File: src/rtl/voice_vca_mixer.sv
// Per-voice VCA and mixer: one shared shift-add multiplier scales each voice's
// oscillator by its envelope, then sums the voices into a saturated 16-bit mix.
module voice_vca_mixer #(
   parameter int NUM_VOICES = 4
) (
   input  logic                      clk,
   input  logic                      rst_n,
   input  logic                      sample_strobe,
   input  logic [16*NUM_VOICES-1:0]  osc_in,
   input  logic [8*NUM_VOICES-1:0]   env_in,
   input  logic [NUM_VOICES-1:0]     voice_enable,
   output logic [15:0]               mix_out,
   output logic                      mix_valid,
   output logic                      busy,
   output logic                      overrun
);

   localparam int AW = 16 + $clog2(NUM_VOICES) + 1;
   localparam int VW = (NUM_VOICES > 1) ? $clog2(NUM_VOICES) : 1;
   localparam logic [VW-1:0] LAST_VOICE = VW'(NUM_VOICES - 1);
   localparam logic signed [AW-1:0] MIX_MAX = AW'(32767);
   localparam logic signed [AW-1:0] MIX_MIN = -AW'(32768);

   typedef enum logic [1:0] {IDLE, MUL, ACC, DONE} state_t;
   state_t state_reg, state_next;

   logic [16*NUM_VOICES-1:0] osc_snap_reg;
   logic [8*NUM_VOICES-1:0]  env_snap_reg;
   logic [NUM_VOICES-1:0]    en_snap_reg;
   logic [VW-1:0]            voice_reg;
   logic [2:0]               bit_reg;
   logic signed [23:0]       prod_reg;
   logic signed [AW-1:0]     acc_reg;

   logic signed [15:0] osc_arr [NUM_VOICES];
   logic [7:0]         env_arr [NUM_VOICES];

   genvar gi;
   generate
      for (gi = 0; gi < NUM_VOICES; gi++) begin : g_unpack
         assign osc_arr[gi] = osc_snap_reg[16*gi +: 16];
         assign env_arr[gi] = env_snap_reg[8*gi +: 8];
      end
   endgenerate

   logic signed [15:0] cur_osc;
   logic [7:0]         cur_env;
   logic               cur_en;
   logic signed [23:0] addend;
   logic signed [AW-1:0] scaled;
   logic [15:0]        sat_val;

   assign cur_osc = osc_arr[voice_reg];
   assign cur_env = env_arr[voice_reg];
   assign cur_en  = en_snap_reg[voice_reg];
   assign addend  = {{8{cur_osc[15]}}, cur_osc} <<< bit_reg;
   // The product always fits in 16 signed bits after the shift, so narrowing
   // (or matching) to AW keeps the exact floored value.
   assign scaled  = AW'(prod_reg >>> 8);
   assign busy    = (state_reg != IDLE);

   always_comb begin
      sat_val = acc_reg[15:0];
      if (acc_reg > MIX_MAX)
         sat_val = 16'h7FFF;
      else if (acc_reg < MIX_MIN)
         sat_val = 16'h8000;
   end

   always_comb begin
      state_next = state_reg;
      case (state_reg)
         IDLE: if (sample_strobe) state_next = MUL;
         MUL:  if (bit_reg == 3'd7) state_next = ACC;
         ACC:  state_next = (voice_reg == LAST_VOICE) ? DONE : MUL;
         DONE: state_next = IDLE;
         default: state_next = IDLE;
      endcase
   end

   always_ff @(posedge clk or negedge rst_n) begin
      if (!rst_n)
         state_reg <= IDLE;
      else
         state_reg <= state_next;
   end

   always_ff @(posedge clk or negedge rst_n) begin
      if (!rst_n) begin
         osc_snap_reg <= '0;
         env_snap_reg <= '0;
         en_snap_reg  <= '0;
         voice_reg    <= '0;
         bit_reg      <= '0;
         prod_reg     <= '0;
         acc_reg      <= '0;
         mix_out      <= '0;
         mix_valid    <= 1'b0;
         overrun      <= 1'b0;
      end else begin
         mix_valid <= 1'b0;
         if (sample_strobe && state_reg != IDLE)
            overrun <= 1'b1;
         case (state_reg)
            IDLE: begin
               if (sample_strobe) begin
                  osc_snap_reg <= osc_in;
                  env_snap_reg <= env_in;
                  en_snap_reg  <= voice_enable;
                  acc_reg      <= '0;
                  voice_reg    <= '0;
                  bit_reg      <= '0;
                  prod_reg     <= '0;
               end
            end
            MUL: begin
               if (cur_env[bit_reg])
                  prod_reg <= prod_reg + addend;
               bit_reg <= bit_reg + 3'd1;
            end
            ACC: begin
               if (cur_en)
                  acc_reg <= acc_reg + scaled;
               if (voice_reg != LAST_VOICE)
                  voice_reg <= voice_reg + VW'(1);
               bit_reg  <= '0;
               prod_reg <= '0;
            end
            DONE: begin
               mix_out   <= sat_val;
               mix_valid <= 1'b1;
            end
            default: ;
         endcase
      end
   end

endmodule

File: config.mk
export PLATFORM = sky130hd
export DESIGN_NAME = voice_vca_mixer
export DESIGN_NICKNAME = d
export VERILOG_FILES = /design/src/rtl/voice_vca_mixer.sv
export SDC_FILE = /design/constraint.sdc
export NUM_CORES = 1
export LEC_CHECK = 0
export CORE_MARGIN = 2
export CORE_UTILIZATION = 61
export CTS_CLUSTER_DIAMETER = 80
export CTS_CLUSTER_SIZE = 20
export DETAILED_ROUTE_END_ITERATION = 10
export GPL_TIMING_DRIVEN = 0
export PLACE_DENSITY_LB_ADDON = 0.1
export SLEW_MARGIN = 20
export SYNTH_ARGS = -nofsm -noshare
export SYNTH_HDL_FRONTEND = slang
export SYNTH_SLANG_ARGS = --single-unit
File: constraint.sdc
create_clock -name clk -period 10.1 [get_ports clk]
set_input_delay 1.515 -clock clk [delete_from_list [all_inputs] [get_ports clk]]
set_output_delay 1.515 -clock clk [all_outputs]
set_load 0.01 [all_outputs]
Word level (Yosys, flattened, before mapping). Cells that the tools add are included.

Bitwise operators: 1. Shifts and indexed selects: 1. Muxes and demuxes: 28. $add $sub $neg: 4. Eq/ne operators: 11. Reduce and logical (&&, ||, !) cells: 11. $lt $le $gt $ge: 5.

Operator list (number): one-hot mux 24 bit (3 select lines) (1); 2-to-1 mux 16 bit (4); 2-to-1 mux 24 bit (2); 2-to-1 mux 19 bit (2); one-hot mux 19 bit (2 select lines) (1); binary-select mux 16 bit (select 2 bit) (1); adder 24 bit (1); <<< shifter 24 x 3 -> 24 bit (1); adder 19 x 16 -> 19 bit (1); greater-than comparator 19 x 16 -> 1 bit, second input constant (1); < comparator 19 x 16 -> 1 bit, second input constant (1); binary-select mux 8 bit (select 2 bit) (1); 2-to-1 mux 8 bit (2); inequality test 2 bit, second input constant (6); 2-to-1 mux 2 bit (5); one-hot mux 3 bit (3 select lines) (1); AND reduction 3 bit (3); one-hot mux 2 bit (4 select lines) (1); equality test 2 bit, second input constant (3); AND reduction 2 bit (3); < comparator 3 x 4 -> 1 bit, second input constant (1); one-hot mux 2 bit (2 select lines) (1); nonzero test 2 bit (2); adder 3 x 1 -> 3 bit, second input constant (1); 13 further kinds (15).

Word-level logic and storage cells: 72. Register bits after elaboration: 168. Input bits: 103. Output and inout bits: 19.

Logic depth before layout (Yosys ltp). Gate-level depths: netlist (run 1).

Word-level depth: 8. Gate-level depth with buffers: 17. Gate-level depth less buffers: 13.

Worst setup path before layout (run 1). Ideal clock, no wire load.

Kind: register -> register. Start point: reg voice_reg[0]. End point: reg prod_reg[23]. Data required time: 9.980 ns. Stages on the path, launching flop included: 17. Setup slack: 6.231 ns. Arrival time: 3.749 ns. Path buffers: 3. Cells stage by stage: dfrtp_1 > buf_6 > buf_4 > buf_2 > mux4_2 > mux2i_1 > nand2_1 > nand2_1 > mux2i_1 > ha_1 > a2111oi_0 > o21ai_0 > nand3_1 > nand3_1 > a211o_1 > a221o_1 > a31o_1.

Longest elaborated chain between the ends: 8.

Ends and longest elaborated chain: start: declaration (RTL line 30) `logic [VW-1:0] voice_reg;`; start signal: assignment (RTL line 125) `voice_reg <= voice_reg + VW'(1);`; inverter 2 -> 3 bit (implied by the code) * (RTL line 53, 54); binary-select mux 16 bit (select 2 bit) / binary-select mux 8 bit (select 2 bit) (equally long branches) (RTL line 53, 54); 2-to-1 mux 16 bit (implied by the code) / 2-to-1 mux 8 bit (equally long branches) (2 in series) (RTL line 53, 54); <<< shifter 24 x 3 -> 24 bit / binary-select mux 1 bit (select 3 bit) (equally long branches) (RTL line 56, 117); adder 24 bit / 2-to-1 mux 1 bit (equally long branches) (RTL line 118, 117); 2-to-1 mux 24 bit / inequality test 2 bit (equally long branches); one-hot mux 24 bit (3 select lines) / AND reduction 3 bit (equally long branches); end signal: assignment (RTL line 118) `prod_reg <= prod_reg + addend;`; end: declaration (RTL line 32) `logic signed [23:0] prod_reg;`.

Every way passes the cells marked *; elsewhere a longest branch is shown, timed or not. The select of a mux whose other input is x is not followed. A chain may end at the register's enable or synchronous reset.

Worst setup path in the final report (run 1).
Start point: reg voice_reg[1]. End point: reg prod_reg[23].

The elaborated chain is that of the path after synthesis.

==> results of run 1 <==
worst max-delay path, delay by kind of cell (launching register included):
family | cells | cell delay [ps]
AOI/OAI and AO/OA | 5 | 1450
muxes | 3 | 800
DFF | 1 | 340
and+or+nand+nor | 4 | 540
buffers and inverters | 3 | 1070
adders and majority gates | 1 | 370
power by group through the flow:
stage / clock, uW / sequential (uW) / combinational, uW
2_1_floorplan: 0 / 1070 / 1770
3_3_place_gp: 0 / 1120 / 2270
3_5_place_dp: 0 / 1130 / 2330
4_1_cts: 609 / 1130 / 2350
5_1_grt: 637 / 1160 / 2650
6_report: 607 / 1130 / 2380
final cells by class:
type,count,share of cell area
clock buffers,19,0.03708
multi-input cells,872,0.4476
repair buffers,122,0.1041
plain buffers,57,0.02116
flip-flops and latches,168,0.3520
well taps,216,0.02263
inverters,23,0.007438
clock inverters,13,0.007961
worst max-delay path by stage:
stage | end | slack, ps
2_1_floorplan | prod_reg[23] | 6230
3_3_place_gp | env_snap_reg[13] | 610
3_5_place_dp | prod_reg[23] | 5490
4_1_cts | prod_reg[23] | 5440
5_1_grt | prod_reg[20] | 5040
6_report | prod_reg[23] | 5420
cells in the final DEF, fill, tap and decap left out, types with 6 or more instances in the layout:
| master | Yosys | routed |
|---|---|---|
| sky130_fd_sc_hd__nand2_1 | 422 | 422 |
| sky130_fd_sc_hd__dfrtp_1 | 168 | 168 |
| sky130_fd_sc_hd__clkdlybuf4s50_1 | 0 | 120 |
| sky130_fd_sc_hd__o21ai_0 | 63 | 63 |
| sky130_fd_sc_hd__ha_1 | 44 | 44 |
| sky130_fd_sc_hd__clkbuf_1 | 39 | 40 |
| sky130_fd_sc_hd__mux2i_1 | 36 | 36 |
| sky130_fd_sc_hd__a21oi_1 | 36 | 36 |
| sky130_fd_sc_hd__nor2_1 | 27 | 27 |
| sky130_fd_sc_hd__nand3_1 | 26 | 26 |
| sky130_fd_sc_hd__inv_1 | 21 | 21 |
| sky130_fd_sc_hd__mux4_2 | 20 | 20 |
| sky130_fd_sc_hd__a21o_1 | 20 | 20 |
| sky130_fd_sc_hd__clkbuf_16 | 0 | 17 |
| sky130_fd_sc_hd__xnor2_1 | 13 | 13 |
| sky130_fd_sc_hd__xor2_1 | 11 | 11 |
| sky130_fd_sc_hd__a211oi_1 | 9 | 9 |
| sky130_fd_sc_hd__o21a_1 | 8 | 8 |
| sky130_fd_sc_hd__and3_1 | 7 | 7 |
| sky130_fd_sc_hd__buf_2 | 7 | 7 |
| sky130_fd_sc_hd__a22o_1 | 7 | 7 |
| sky130_fd_sc_hd__o31ai_1 | 7 | 7 |
| sky130_fd_sc_hd__buf_1 | 6 | 6 |
| sky130_fd_sc_hd__a31oi_1 | 6 | 6 |
| sky130_fd_sc_hd__nand2b_1 | 6 | 6 |
| sky130_fd_sc_hd__nand4_1 | 6 | 6 |
| sky130_fd_sc_hd__nor2b_1 | 6 | 6 |
| sky130_fd_sc_hd__mux4_1 | 6 | 6 |
| sky130_fd_sc_hd__o211ai_1 | 6 | 6 |
| sky130_fd_sc_hd__nor3b_1 | 6 | 6 |
stage by stage:
stage	cells	hold WS, ps
3_3_place_gp	1457	438.9
6_report	1490	454.8
4_1_cts	1490	458.9
3_5_place_dp	1458	443.9
5_1_grt	1490	488.5
2_1_floorplan	1120	437.3
logic make-up after synthesis:
group / count (synthesis)
xor gates and xnor gates: 24
AOI/OAI and AO/OA: 208
adders and majority gates: 46
muxes: 67
buffers and inverters: 80
DFF: 168
and+or+nand+nor: 527
synth_stat cells, drive strengths merged (20+ instances only):
cell type    n  area, um^2
a21o        20       150.1
a21oi       36       180.2
clkbuf      39       146.4
dfrtp      168        4204
ha          44       550.5
inv         23       88.84
mux2i       36       360.4
mux4        26       608.1
nand2      422        1584
nand3       26       130.1
nor2        29       127.6
o21ai       68       340.3
metal layers:
metal	vias up	global-route usage	routed length [um]
li1	4171	-	-
met1	4243	0.4172	10990
met2	336	0.5032	12190
met3	74	0.05170	1551
met4	0	0.1298	954
met5	-	0	0
==> flow_summary.yaml, run 1 <==
cts:
  clk-insertion-delay-late_ps: 430
  quantity_of_gates_resized_following_cts: 0
  cts_inserted_buffers: 17
  cts.clk_slew.worst_paths_ps: 70
  cts.htree.levels: 4
  postCtsHoldBufs: 0
  clock_sink_count: 168
  cts_setup_buffers: 0
  clock_tree_from_tritoncts: "done"
  clk_root_buffer_cell: "sky130_fd_sc_hd__clkbuf_16"
  max-clock-path-buffers: 2
worst_setup_path:
  worst_r2r_startpoint: "voice_reg[1]"
  crit_path_max_incr_delay_ps: 520
  worstSetupStartpoint: "voice_reg[1]"
  r2r_slack_ps: 5420
  critical_path_peak_fanout: 10
  path_cells: "buf_2, buf_2, buf_1, mux4_2, mux2i_1, nand2_1, nand2_1, mux2i_1, ha_1, a2111oi_0, o21ai_0, nand3_1, nand3_1, a211o_1, a221o_1, a31o_1"
  rr_worst_depth: 16
  element_type_at_the_critical_path_end: "flip-flop"
  path_class: "reg -> reg"
  required_ps: 10420
  worst_path_max_delay_cell: "sky130_fd_sc_hd__buf_1"
  cp-start-kind: "flip-flop"
  cp.arrival_ps: 5000
  reg2reg_to: "prod_reg[23]"
placement:
  buffer_ports.inserted: 121
  pre_cts_slack_ps: 5493
  postPlaceCellArea_um2: 11410
  post-dp-hpwl_mm: 18.68
  globalplace.congestion: 0.8991
run:
  cap_violations: 0
floorplanning:
  die_y_um: 131.3
  start_util: 0.6227
  design.die.area_um2: 17250
  fp.coreArea_um2: 15890
  row_cnt: 46
  count_of_boundary_i_o_pins: 122
  floorplan.die.width_um: 131.3
grt:
  first_global_vias: 8749
  grt_pass1_wl_mm: 42.86
  grt_start_max_net_pins: 93
  grt_remaining_overflow: 0
  grtUsageTotal: 0.3100
  grt_antenna_before_repair: 0
sta:
  post-route-period-util: 0.4637
  timing_worst_slew_pin_value_ps: 772.8
  hold_viol_final: 0
  worst_clock_skew_ps: 8.539
  finalWorstPathRequiredPeriod_ps: 4684
  setup-tns-final_ps: 0
  fin_ws_ps: 5416
  finalMaxSlewViolations: 0
  rsz0062_at_grt: "no"
  maxSlewHeadroom: 0.4837
  setup_viol_count_final: 0
  max_freq_mhz: 213.5
drt:
  route.detailed.drc: 0
  routed_wire_length_per_instance_um: 17.24
  detail_route.vias_per_cell: 5.922
  drt-total-wl_mm: 25.69
  postRouteAntennaNets: 0
  first_drt_iteration_drcs: 789
  drt_pre_antenna_iters: 5
  vias: 8824
power_and_ir_drop:
  power_per_cell_area_nw_per_um2: 344.2
  power_uw: 4112
  power_frac_seq: 0.275
  combinational_power_share: 0.578
  power_switching_share: 0.4537
  max-vdd-ir-drop_mv: 0.1870
  total_leakage_power_uw: 0.005776
  p_clk_frac: 0.148
  power_switching_uw: 1865
  internal-power_uw: 2246
yosys:
  synth_seq_cells: 168
  ys_types: 69
  synth_cells: 1120
  synth_adder_area_share: 0.05970
  synth-edff-count: 0
  main_combinational_cell_family_by_area_after_synthesis: "simple AND/OR/NAND/NOR gates"
  synth_mux_area_frac: 0.1036
  yosys.area_share.xor_xnor: 0.02125
  ys.flop_type: "sky130_fd_sc_hd__dfrtp_1"
  synth_async_sr_flop_share: 1.000
  synth-simple-area-share: 0.2188
  postSynthNetCount: 1269
  mapped_cell_area_um2: 9892
  synth-seq-area-share: 0.4250
  yosysWarnings: 0
  avgSynthCellArea_um2: 8.832
  synth_compound_area_frac: 0.1371
layout:
  n_fill_cell: 1204
  seq_area_um2: 4204
  largest_reg_flops: 64
  antenna-diode-count: 0
  finish.net_count: 1410
  finalInstanceArea_um2: 11940
  multiInputGateArea_um2: 5346
  postLayoutCoreUtil: 0.7519
  flow.area_growth_from_synthesis_pct: 20.74
  drive_above_1_share: 0.06201
outcome:
  outcome: "completed"
worst_hold_path:
  min_to: "overrun"
  holdPathStages: 1
  timing.hold.worst.class: "reg -> reg"
  holdCritStartpoint: "overrun"
(Power assumes the default switching activity.)
==> run 2: changes to the inputs <==
CORE_UTILIZATION = 51   (was 61)
clock period = 4.2 ns   (was 10.1 ns; I/O delays follow)
==> run 2 against run 1 <==
  * Via count is 3.8% lower
  * Sequential power rose by 140%
  * Global-route usage is 4.6 points lower
  * Critical path depth unchanged
  * Clock power grew to 2.6 times the previous value
  * First-iteration DRC count is 30% lower
  * Combinational power up 140%
  * Routed wire length is 0.98% lower
  * Die area rose by 19%
  * Largest power group unchanged
  * Final cell count grew 2.8%
==> flow_summary.yaml, run 2 (synthesized netlist as in run 1, its figures left out) <==
outcome:
  outcome: "completed"
layout:
  largest_reg_flops: 64
  flow.area_growth_from_synthesis_pct: 22.45
  finish.net_count: 1408
  drive_above_1_share: 0.07075
  layout.cells.most_common_list: "sky130_fd_sc_hd__nand2_1 (422), sky130_fd_sc_hd__dfrtp_1 (168), sky130_fd_sc_hd__clkdlybuf4s50_1 (120), sky130_fd_sc_hd__o21ai_0 (61), sky130_fd_sc_hd__ha_1 (42)"
  postLayoutCoreUtil: 0.6411
  leading_cell_type_in_the_layout_fill_and_taps_excluded: "sky130_fd_sc_hd__nand2_1"
  antenna-diode-count: 0
sta:
  timing_worst_slew_pin_value_ps: 673.9
  max_freq_mhz: 249.9
  finalMaxSlewViolations: 0
  hold_viol_final: 0
  setup_viol_count_final: 0
  finalWorstPathRequiredPeriod_ps: 4001
  post-route-period-util: 0.9526
  maxSlewHeadroom: 0.5498
  rsz0062_at_grt: "no"
  worst_hold_slack_ps: 160.2
  worst_clock_skew_ps: 13.42
drt:
  wirelength_met1_mm: 11.61
  route.detailed.drc: 0
  drt-total-wl_mm: 25.43
  first_drt_iteration_drcs: 554
  detail_route.vias_per_cell: 5.541
  drt_pre_antenna_iters: 5
  routed_wire_length_per_instance_um: 16.60
  vias: 8489
  max_used_layer: "met4"
  postRouteAntennaNets: 0
  dr_wl_met3_mm: 1.154
  wl_met2_mm: 12.18
worst_setup_path:
  path_class: "reg -> reg"
  worst_path_max_delay_cell: "sky130_fd_sc_hd__a2111oi_1"
  cp-start-kind: "flip-flop"
  element_type_at_the_critical_path_end: "flip-flop"
  crit_path_max_incr_delay_ps: 370
  critical_path_peak_fanout: 10
  r2r_slack_ps: 200
  cpLargestDelayFamily: "compound AO/OA/AOI/OAI gates"
  path_buf_inv: 3
  path_cells: "clkbuf_4, buf_4, buf_4, mux4_2, mux2i_1, nand2_1, nand2_1, mux2i_1, ha_2, a2111oi_1, o21ai_1, nand3_1, nand3_2, a211o_1, a221o_1, a31o_1"
  cp.arrival_ps: 4340
  required_ps: 4530
worst_hold_path:
  timing.hold.worst.class: "in -> async"
power_and_ir_drop:
  total_leakage_power_uw: 0.005817
  max-vdd-ir-drop_mv: 0.3512
  power_per_cell_area_nw_per_um2: 830.3
floorplanning:
  die_y_um: 143.3
  row_cnt: 50
  fp.coreArea_um2: 18890
  start_util: 0.5236
  floorplan.die.width_um: 143.3
  design.die.area_um2: 20530
  count_of_boundary_i_o_pins: 122
placement:
  globalplace.congestion: 0.8826
  buffer_ports.inserted: 121
  post-dp-hpwl_mm: 19.06
cts:
  max-clock-path-buffers: 2
  clock_sink_count: 168
  clock_tree_from_tritoncts: "done"
  cts_inserted_buffers: 17
  clk_root_buffer_cell: "sky130_fd_sc_hd__clkbuf_16"
  cts.htree.levels: 4
  postCtsHoldBufs: 0
  clk-insertion-delay-late_ps: 440
  cts_setup_buffers: 0
  cts.clk_slew.worst_paths_ps: 80
grt:
  grt_remaining_overflow: 0
  grtUsageTotal: 0.2641
  grt_antenna_before_repair: 0
  grt_pass1_wl_mm: 42.53
  first_global_vias: 8373
  grt_start_max_net_pins: 89
run:
  cap_violations: 0
run 2: power breakdown:
part	total [uW]	switching, uW	internal (uW)
clock	1590	786	804
sequential	2700	427	2280
combinational	5760	3350	2410
total	10100	4570	5490
run 2: metrics by stage:
stage / TNS (ps) / power, uW / setup WS [ps] / area, um^2 / instances
2_1_floorplan: 0 / 6847 / 331.4 / 9892 / 1120
3_5_place_dp: -3511 / 8341 / -446.8 / 11460 / 1502
6_report: 0 / 10060 / 199.0 / 12110 / 1532
4_1_cts: 0 / 9981 / 65.67 / 12070 / 1533
5_1_grt: 0 / 10930 / 1.990 / 12110 / 1532
3_3_place_gp: -779480 / 8216 / -4633 / 11430 / 1501
run 2: routing by layer:
metal  track usage  vias up
li1              -     4152
met1        0.3668     4070
met2        0.4296      235
met3       0.04561       32
met4       0.07276        0
met5             0        -
run 2: area by class of cell:
cell class	count	area [um^2]
buffer	55	266.5
clock buffer	17	425.4
clock inverter	15	175.2
fill	1631	6780
inverter	23	88.84
multi-input combinational	872	5384
sequential	168	4204
tap	260	325.3
timing repair buffer	122	1244
run 2: worst paths after layout:
check,from,to,depth (start not counted)
setup / recovery,voice_reg[1],prod_reg[23],16
hold / removal,rst_n,prod_reg[22],1
setup reg to reg,voice_reg[1],prod_reg[23],16
hold reg to reg,overrun,overrun,1
max in group asynchronous,rst_n,env_snap_reg[11],2
min in group clk,overrun,overrun,1
run 2: repair_timing:
action                     in CTS  in global routing
resized for setup              10                 13
pin swaps                       0                  2
gates cloned                    0                  0
setup endpoints to repair      13                  9
